<file path="src/rtl/router_pkt_drain.sv">
// Drains one complete packet (header, payload, parity) from a router output-port FIFO.
// Header and payload go out on a valid/ready stream. Parity is checked and not forwarded.
module router_pkt_drain #(
    parameter logic [1:0] PORT_ID     = 2'd0,
    parameter int         STALL_LIMIT = 16
) (
    input  logic       clk,
    input  logic       rst,
    input  logic       vald_out,
    input  logic [7:0] data_out,
    output logic       read_enb,
    output logic [7:0] m_data,
    output logic       m_valid,
    input  logic       m_ready,
    output logic       m_sop,
    output logic       m_eop,
    output logic       pkt_done,
    output logic [1:0] pkt_err,
    output logic       pkt_abort
);

    typedef enum logic [1:0] {IDLE, HDR, BODY, DONE} state_t;

    localparam logic [4:0] STALL_LAST = 5'(STALL_LIMIT - 1);

    state_t     state, state_nxt;

    // Each buffer entry is {sop, eop, data}.
    logic [9:0] buf_mem [2];
    logic       rd_ptr, wr_ptr;
    logic [1:0] occ;
    logic [9:0] head;
    logic       push, pop, room;
    logic [9:0] push_entry;

    logic       rd_pending;
    logic [5:0] len, cap_cnt;
    logic [6:0] remaining;
    logic [7:0] par_acc;
    logic       addr_err, par_err;
    logic [4:0] stall_cnt;
    logic       stall, abort_now;
    logic       cap_hdr, cap_body, is_parity;

    always_comb begin
        head      = buf_mem[rd_ptr];
        m_valid   = (occ != 2'd0);
        m_data    = m_valid ? head[7:0] : 8'h00;
        m_sop     = m_valid && head[9];
        m_eop     = m_valid && head[8];
        pop       = m_valid && m_ready;
        // Count the slot freed by this cycle's pop so the stream sustains one byte per cycle.
        room      = (({1'b0, occ} - {2'b00, pop} + {2'b00, rd_pending}) < 3'd2);
        stall     = (state == BODY) && (remaining != 7'd0) && !vald_out;
        abort_now = stall && (stall_cnt == STALL_LAST);
        cap_hdr   = (state == HDR) && rd_pending;
        cap_body  = (state == BODY) && rd_pending;
        is_parity = cap_body && (cap_cnt == len);
        push      = cap_hdr || (cap_body && !is_parity);
        if (cap_hdr) begin
            push_entry = {1'b1, (data_out[7:2] == 6'd0), data_out};
        end else begin
            push_entry = {1'b0, ((cap_cnt + 6'd1) == len), data_out};
        end
    end

    always_comb begin
        state_nxt = state;
        read_enb  = 1'b0;
        pkt_done  = 1'b0;
        pkt_err   = 2'b00;
        pkt_abort = 1'b0;
        case (state)
            IDLE: begin
                read_enb = vald_out && room;
                if (read_enb) state_nxt = HDR;
            end
            HDR: begin
                state_nxt = BODY;
            end
            BODY: begin
                read_enb = vald_out && (remaining != 7'd0) && room;
                if (abort_now) begin
                    pkt_abort = 1'b1;
                    state_nxt = IDLE;
                end else if (is_parity) begin
                    state_nxt = DONE;
                end
            end
            DONE: begin
                // The next header is left in the FIFO until this packet has fully left the buffer.
                if (occ == 2'd0) begin
                    pkt_done  = 1'b1;
                    pkt_err   = {addr_err, par_err};
                    state_nxt = IDLE;
                end
            end
            default: state_nxt = IDLE;
        endcase
        if (rst) read_enb = 1'b0;
    end

    always_ff @(posedge clk) begin
        if (rst) begin
            state      <= IDLE;
            rd_pending <= 1'b0;
        end else begin
            state      <= state_nxt;
            rd_pending <= read_enb;
        end
    end

    always_ff @(posedge clk) begin
        if (rst) begin
            buf_mem[0] <= '0;
            buf_mem[1] <= '0;
            rd_ptr     <= 1'b0;
            wr_ptr     <= 1'b0;
            occ        <= 2'd0;
        end else if (abort_now) begin
            rd_ptr <= 1'b0;
            wr_ptr <= 1'b0;
            occ    <= 2'd0;
        end else begin
            if (push) begin
                buf_mem[wr_ptr] <= push_entry;
                wr_ptr          <= ~wr_ptr;
            end
            if (pop) rd_ptr <= ~rd_ptr;
            occ <= occ + {1'b0, push} - {1'b0, pop};
        end
    end

    always_ff @(posedge clk) begin
        if (rst) begin
            len       <= 6'd0;
            cap_cnt   <= 6'd0;
            remaining <= 7'd0;
            par_acc   <= 8'h00;
            addr_err  <= 1'b0;
            par_err   <= 1'b0;
            stall_cnt <= 5'd0;
        end else if (cap_hdr) begin
            len       <= data_out[7:2];
            cap_cnt   <= 6'd0;
            remaining <= {1'b0, data_out[7:2]} + 7'd1;
            par_acc   <= data_out;
            addr_err  <= (data_out[1:0] != PORT_ID);
            par_err   <= 1'b0;
            stall_cnt <= 5'd0;
        end else if (state == BODY) begin
            if (read_enb) remaining <= remaining - 7'd1;
            if (cap_body && !is_parity) begin
                par_acc <= par_acc ^ data_out;
                cap_cnt <= cap_cnt + 6'd1;
            end
            if (is_parity) par_err <= (par_acc != data_out);
            if (read_enb || abort_now) begin
                stall_cnt <= 5'd0;
            end else if (stall) begin
                stall_cnt <= stall_cnt + 5'd1;
            end
        end else begin
            stall_cnt <= 5'd0;
        end
    end

endmodule

</file>
<file path="config.mk">
export PLATFORM = sky130hd
export DESIGN_NAME = router_pkt_drain
export DESIGN_NICKNAME = d
export VERILOG_FILES = /design/src/rtl/router_pkt_drain.sv
export SDC_FILE = /design/constraint.sdc
export NUM_CORES = 1
export LEC_CHECK = 0
export ABC_AREA = 0
export CAP_MARGIN = 20
export CORE_ASPECT_RATIO = 0.5
export CORE_MARGIN = 3
export CORE_UTILIZATION = 45
export DETAILED_ROUTE_END_ITERATION = 10
export DONT_BUFFER_PORTS = 1
export SLEW_MARGIN = 20
export SYNTH_ARGS = -nofsm -noshare
export SYNTH_HDL_FRONTEND = slang
export SYNTH_SLANG_ARGS = --single-unit
</file>
<file path="constraint.sdc">
create_clock -name clk -period 4.95 [get_ports clk]
set_clock_uncertainty 0.1 [all_clocks]
set_input_delay 0.99 -clock clk [delete_from_list [all_inputs] [get_ports clk]]
set_output_delay 0.99 -clock clk [all_outputs]
set_load 0.01 [all_outputs]
</file>
# After elaboration in Yosys (flattened, before gate mapping)
# Memories as Yosys holds them, arrays and structs flattened. A register that Yosys moved wholly into a read port is not among the register bits.
# Index checks and enable logic that the tools add are counted.
dict set report word_totals {
  register_bits 41
  ramBits 20
  output_inout_bits 16
  word_cells 103
  memories 1
}
dict set report op_classes {
  addsub 8
  order_cmp 1
  n_eq_ne 10
  mux 32
  n_bitwise 4
  reduce_logical 35
}
# name words word_bits rd rd_ports_with_merged_regs wr line_no
set mem_list {}
lappend mem_list {buf_mem 2 10 1 1 2 29} ;# logic [9:0] buf_mem [2];
# operator count
set op_table {}
lappend op_table {{8-bit two-way mux} 4}
lappend op_table {{7-bit two-way mux} 3}
lappend op_table {{10-bit two-way mux} 2}
lappend op_table {{1-bit two-way mux} 15}
lappend op_table {{1-bit logical AND} 13}
lappend op_table {{6-bit == test} 2}
lappend op_table {{2-bit two-way mux} 6}
lappend op_table {{2-bit nonzero test} 5}
lappend op_table {{10-bit OR reduction} 1}
lappend op_table {{8-bit != test} 1}
lappend op_table {{2-bit one-hot mux with 4 select lines} 1}
lappend op_table {{2-bit AND reduction} 4}
lappend op_table {{8-bit bitwise XOR} 1}
lappend op_table {{6-bit by 1-bit adder with 7-bit output, second input constant} 1}
lappend op_table {{7-bit nonzero test} 1}
lappend op_table {{7-bit by 1-bit subtractor with 7-bit output, second input constant} 1}
lappend op_table {{6-bit by 1-bit adder with 6-bit output, second input constant} 1}
lappend op_table {{6-bit logical NOT} 1}
lappend op_table {{5-bit by 1-bit adder with 5-bit output, second input constant} 1}
lappend op_table {{5-bit by 4-bit == test with 1-bit output, second input constant} 1}
lappend op_table {{2-bit == test, second input constant} 2}
lappend op_table {{2-bit logical NOT} 2}
lappend op_table {{2-bit != test, second input constant} 2}
lappend op_table {{2-bit OR reduction} 2}
lappend op_table {{other kinds (13)} 17}

# Longest topological paths before layout
# Gate-level depths: netlist of run 1.
dict set report depth {
  word_depth 12
  ltp_mapped 12
}

# Worst setup path after synthesis of run 1
# No wires, ideal clock.
dict set report synth_path {
  path_type {input -> output}
  startpoint {input port m_ready}
  endpoint {output port read_enb}
  arrival_ps 3090
  slack_ps 770
  stages 7
  path_buffers 0
  cell_sequence {and2_1 ha_1 nand2b_1 fa_1 nand2_1 or2_2 a2111oi_0}
}
dict set report synth_via {
  elab_chain_len 7
  word_cells_on_any_way 8
  classes_between {2 x add/sub; 1 x order compare; 2 x mux; 3 x reduce/logical}
}
# item line_no
set synth_lines {}
lappend synth_lines {{start: declaration} 14} ;# input logic m_ready,
lappend synth_lines {{1-bit logical AND (*)} 51} ;# pop = m_valid && m_ready;
lappend synth_lines {{2-bit by 1-bit subtractor with 3-bit output (*)} 53} ;# room = (({1'b0, occ} - {2'b00, pop} + {2'b00, rd_pending}) < 3'd2);
lappend synth_lines {{3-bit by 1-bit adder with 3-bit output (*)} 53}
lappend synth_lines {{3-bit by 2-bit < comparator with 1-bit output (*)} 53}
lappend synth_lines {{1-bit logical AND (on tied branches)} {82, 75}}
lappend synth_lines {{1-bit one-hot mux with 2 select lines (*)} 73} ;# case (state)
lappend synth_lines {{1-bit two-way mux (*)} 100} ;# if (rst) read_enb = 1'b0;
lappend synth_lines {{end: declaration} 11} ;# output logic read_enb,
# Mark *: on every way between the ends. The rest lies on a longest branch, timed or not.

# Worst setup path in the final report of run 1
dict set report layout_path {
  startpoint {register occ[1]}
  endpoint {output port read_enb}
}
dict set report layout_via {
  elab_chain_len 8
  word_cells_on_any_way 9
  classes_between {2 x add/sub; 1 x order compare; 2 x mux; 4 x reduce/logical}
}
# item line_no
set layout_lines {}
lappend layout_lines {{start: declaration} 31} ;# logic [1:0] occ;
lappend layout_lines {{start signal: assignment} 130} ;# occ <= occ + {1'b0, push} - {1'b0, pop};
lappend layout_lines {{2-bit nonzero test (*)} 47} ;# m_valid = (occ != 2'd0);
lappend layout_lines {{net m_valid} 13} ;# output logic m_valid,
lappend layout_lines {{1-bit logical AND (*)} 51}
lappend layout_lines {{net pop} 33} ;# logic push, pop, room;
lappend layout_lines {{2-bit by 1-bit subtractor with 3-bit output (*)} 53}
lappend layout_lines {{3-bit by 1-bit adder with 3-bit output (*)} 53}
lappend layout_lines {{3-bit by 2-bit < comparator with 1-bit output (*)} 53}
lappend layout_lines {{1-bit logical AND (on tied branches)} {82, 75}}
lappend layout_lines {{1-bit one-hot mux with 2 select lines (*)} 73}
lappend layout_lines {{1-bit two-way mux (*)} 100}
# Mark *: on every way through the listed nets, which the timed path passes. The rest lies on a longest branch.

==> results by group, run 1 <==
Detailed routing
  • DR DRC count: 0
  • DRT antenna net count: 0
  • Vias: 2659
  • Pre-antenna DRT Iters: 4
  • 1st-iter DRT viols: 252
  • Wire per inst: 17.10 µm
  • Drt total wl: 7901 µm
  • Vias/cell: 5.755

CTS
  • Root buf cell: clkbuf_16
  • Longest Clk Path Bufs: 2
  • TritonCTS clock tree: yes
  • Clock-pin slew on the worst setup and hold paths: 0.05 ns
  • H-tree levels: 3
  • Postcts setup bufs: 0
  • Worst-skew pair later-pin latency: 0.34 ns
  • PostCTS Resize Cnt: 0
  • CTS Sinks: 62
  • Cts bufs inserted: 9
  • CTS Hold Buffers Added: 0

Cells and area
  • # fillers: 643
  • Post-route insts no fill: 462
  • Ant diodes: 0
  • Layout cell share with drive strength beyond 1: 8.649%
  • Synth-to-Final Area Change: 10.44%
  • Final #Nets: 387

Worst setup path
  • Reg2reg setup slack: 1.35 ns
  • Kind of launch point of the worst setup path: flop
  • CP arrival: 3.32 ns
  • Worst Path Required: 3.86 ns
  • Worst Setup SP: occ[1]
  • WS Path Type: reg2out
  • Crit path capture type: primary output
  • Worst r2r src: occ[1]
  • CP max FO: 13
  • Crit path to: read_enb
  • Reg-to-Reg End: remaining[0]
  • Cell count of the worst reg-to-reg path: 12

Synthesis
  • Synth cell count leaders: dfxtp_1, nor2_1, nand2_1
  • Synth Area in Adders: 3.883%
  • Yosys cell types: 55
  • Xor-xnor portion of the synthesized cell area: 8.205%
  • Part of the Yosys area used for sequential elements: 42.20%
  • Number of synthesized flops with an enable pin: 20
  • Post-Syn Nets: 397
  • Yosys warns: 0
  • Cell with the most instances after synthesis: dfxtp_1
  • Post-synthesis mux area share: 3.223%
  • Post-Synth Simple-Gate Area: 26.26%
  • Cell area after synthesis: 3416 µm²
  • Synth area leader: dfxtp_1
  • Synth Register Bits: 62
  • Asr flop ratio synth: 0%
  • Largest cells by area after synthesis: dfxtp_1, edfxtp_1, xnor2_1
  • Post-synthesis compound-gate area fraction: 12.09%
  • Largest family of logic cells by synthesized area: simple AND/OR/NAND/NOR gates
  • Synth top area share: 24.62%
  • Syn Area/Cell: 9.109 µm²
  • Cells after Synth: 375
  • Ys flop type: dfxtp_1

STA
  • Fin Hold WS: 0.3684 ns
  • RSZ-0062 raised after global routing: false
  • Setup TNS: 0 ns
  • Crit path time final: 4.405 ns
  • Crit share post-route: 88.99%
  • Rel. slew slack: 39.16%
  • Final setup violation count: 0
  • Slew @ Worst Pin: 0.9071 ns
  • Max Freq: 0.2270 GHz
  • Final Max Tran Viols: 0
  • Hold Fails Final Rpt: 0

Global routing
  • First-pass GRT wire length: 13040 µm
  • Vias in the first global route: 2625
  • Initial antenna violation count: 0
  • Total gr overflow: 0
  • Maximum number of pins on one net before global-route repair: 39
  • All-Layer GR Usage: 19.95%

Place
  • Port bufs: 0
  • Hpwl dp: 5611 µm
  • Gpl congestion: 0.8519
  • # placed instances: 446

Pwr
  • Cell Pwr Density: 461.6 nW/µm²
  • Switching Share: 31.58%
  • VDD IR max: 0.0001937 V
  • P_sw: 0.5499 mW
  • Clock power share: 39.2%
  • Leakage power: 1.301 nW
  • Cell-internal power: 1.191 mW
  • Sequential Power Share: 37.0%
  • Combinational share of power: 23.8%

Die
  • Row Count: 21
  • Io pins: 28
  • Initial core utilization: 48.69%
  • Die H: 67.61 µm
  • Die Area: 8735 µm²
  • Die W: 129.2 µm
  • Core area: 7015 µm²

Run status
  • Status: finished, final reports clean

Job
  • Max-Cap Viols: 0

Min path
  • Min-Delay Path Class: reg2reg
## registers in the layout (all words and copies together) (netlist names), named ones only
register and count:
buf_mem 20, par_acc 8, remaining 7, cap_cnt 6, len 6, stall_cnt 5, occ 2, state 2
addr_err 1, par_err 1, rd_pending 1, rd_ptr 1, wr_ptr 1
## cells in the final DEF (no fill, tap or decap), types with 4 or more instances in the layout
cell / count
xor2_1: 9
ha_1: 9
clkbuf_16: 9
dfxtp_1: 42
nor3_1: 12
mux2i_1: 11
and3_1: 6
nor2b_1: 4
nand4_1: 8
a211oi_1: 4
and2_1: 22
xnor2_1: 23
inv_1: 11
or2_2: 4
nand2b_1: 5
a21oi_1: 19
edfxtp_1: 20
nor2_1: 36
nand2_1: 26
a31oi_1: 5
nand3b_1: 10
nand3_1: 19
nor3b_1: 4
a41oi_1: 6
## area by class of cell
| type | instances | area, µm² | share of cell area (%) |
|---|---|---|---|
| Timing Repair Buffer | 2 | 15.01 | 0.3980 |
| Tap cell | 92 | 115.1 | 3.051 |
| Inverter | 11 | 41.29 | 1.095 |
| Clock inverter | 7 | 97.59 | 2.587 |
| Multi-Input combinational cell | 279 | 1837 | 48.69 |
| Sequential cell | 62 | 1441 | 38.21 |
| Clock buffer | 9 | 225.2 | 5.970 |
## per-layer routing
metal | vias up | GRT usage [%] | wire length, µm
li1 | 1308 | - | -
met1 | 1268 | 27.74 | 3978
met2 | 76 | 29.25 | 3247
met3 | 7 | 6.556 | 606
met4 | 0 | 6.414 | 69
met5 | - | 0 | 0
## stage by stage
| step | util (%) | cell area (µm²) | setup slack (ns) | total power [mW] |
|---|---|---|---|---|
| after floorplan | - | 3416 | 0.7705 | 0.9731 |
| after global placement | 49.12 | 3446 | 0.7950 | 1.051 |
| after detailed placement | 49.12 | 3446 | 0.7976 | 1.066 |
| after CTS | 53.72 | 3769 | 0.5123 | 1.752 |
| after global routing | 53.77 | 3772 | 0.2922 | 1.837 |
| final | 53.77 | 3772 | 0.5450 | 1.741 |
## cells by family after synthesis
logic type                 Yosys count
AOI/OAI and AO/OA                   59
xor gates and xnor gates            32
adders and majority gates           10
buffers and inverters               34
DFF                                 62
muxes                               11
and+or+nand+nor                    167
## worst min-delay path by stage
stage / startpoint / end / slack, ns / cells after the start
finish: remaining[6] / remaining[6] / 0.37 / 2
global route: len[0] / len[0] / 0.39 / 2
CTS: remaining[6] / remaining[6] / 0.37 / 2
detailed placement: len[5] / len[5] / 0.37 / 2
global placement: remaining[6] / remaining[6] / 0.35 / 2
floorplan: remaining[6] / remaining[6] / 0.34 / 2
## critical path: stages (launching register included)
cell	delay, ns
dfxtp_1	0.36
nor2_1	0.12
buf_4	0.21
inv_1	0.14
and2_1	0.23
ha_1	0.29
nand2b_1	0.16
fa_1	0.49
nand2_1	0.06
or2_2	0.32
a2111oi_0	0.40
buf_4	0.20
## power groups by stage
stage | Combinational, mW | Clock, mW | Sequential [mW]
floorplan | 0.355 | 0 | 0.618
CTS | 0.414 | 0.694 | 0.645
finish | 0.414 | 0.683 | 0.645
global route | 0.464 | 0.718 | 0.655
global placement | 0.400 | 0 | 0.651
detailed placement | 0.410 | 0 | 0.655
(Power assumes the default switching activity.)
==> inputs of run 2 (changes only) <==
Settings changed: ABC_AREA 0 to not set.
==> results of run 2 <==
Final layout, timing and power as in run 1 (identical DEF).
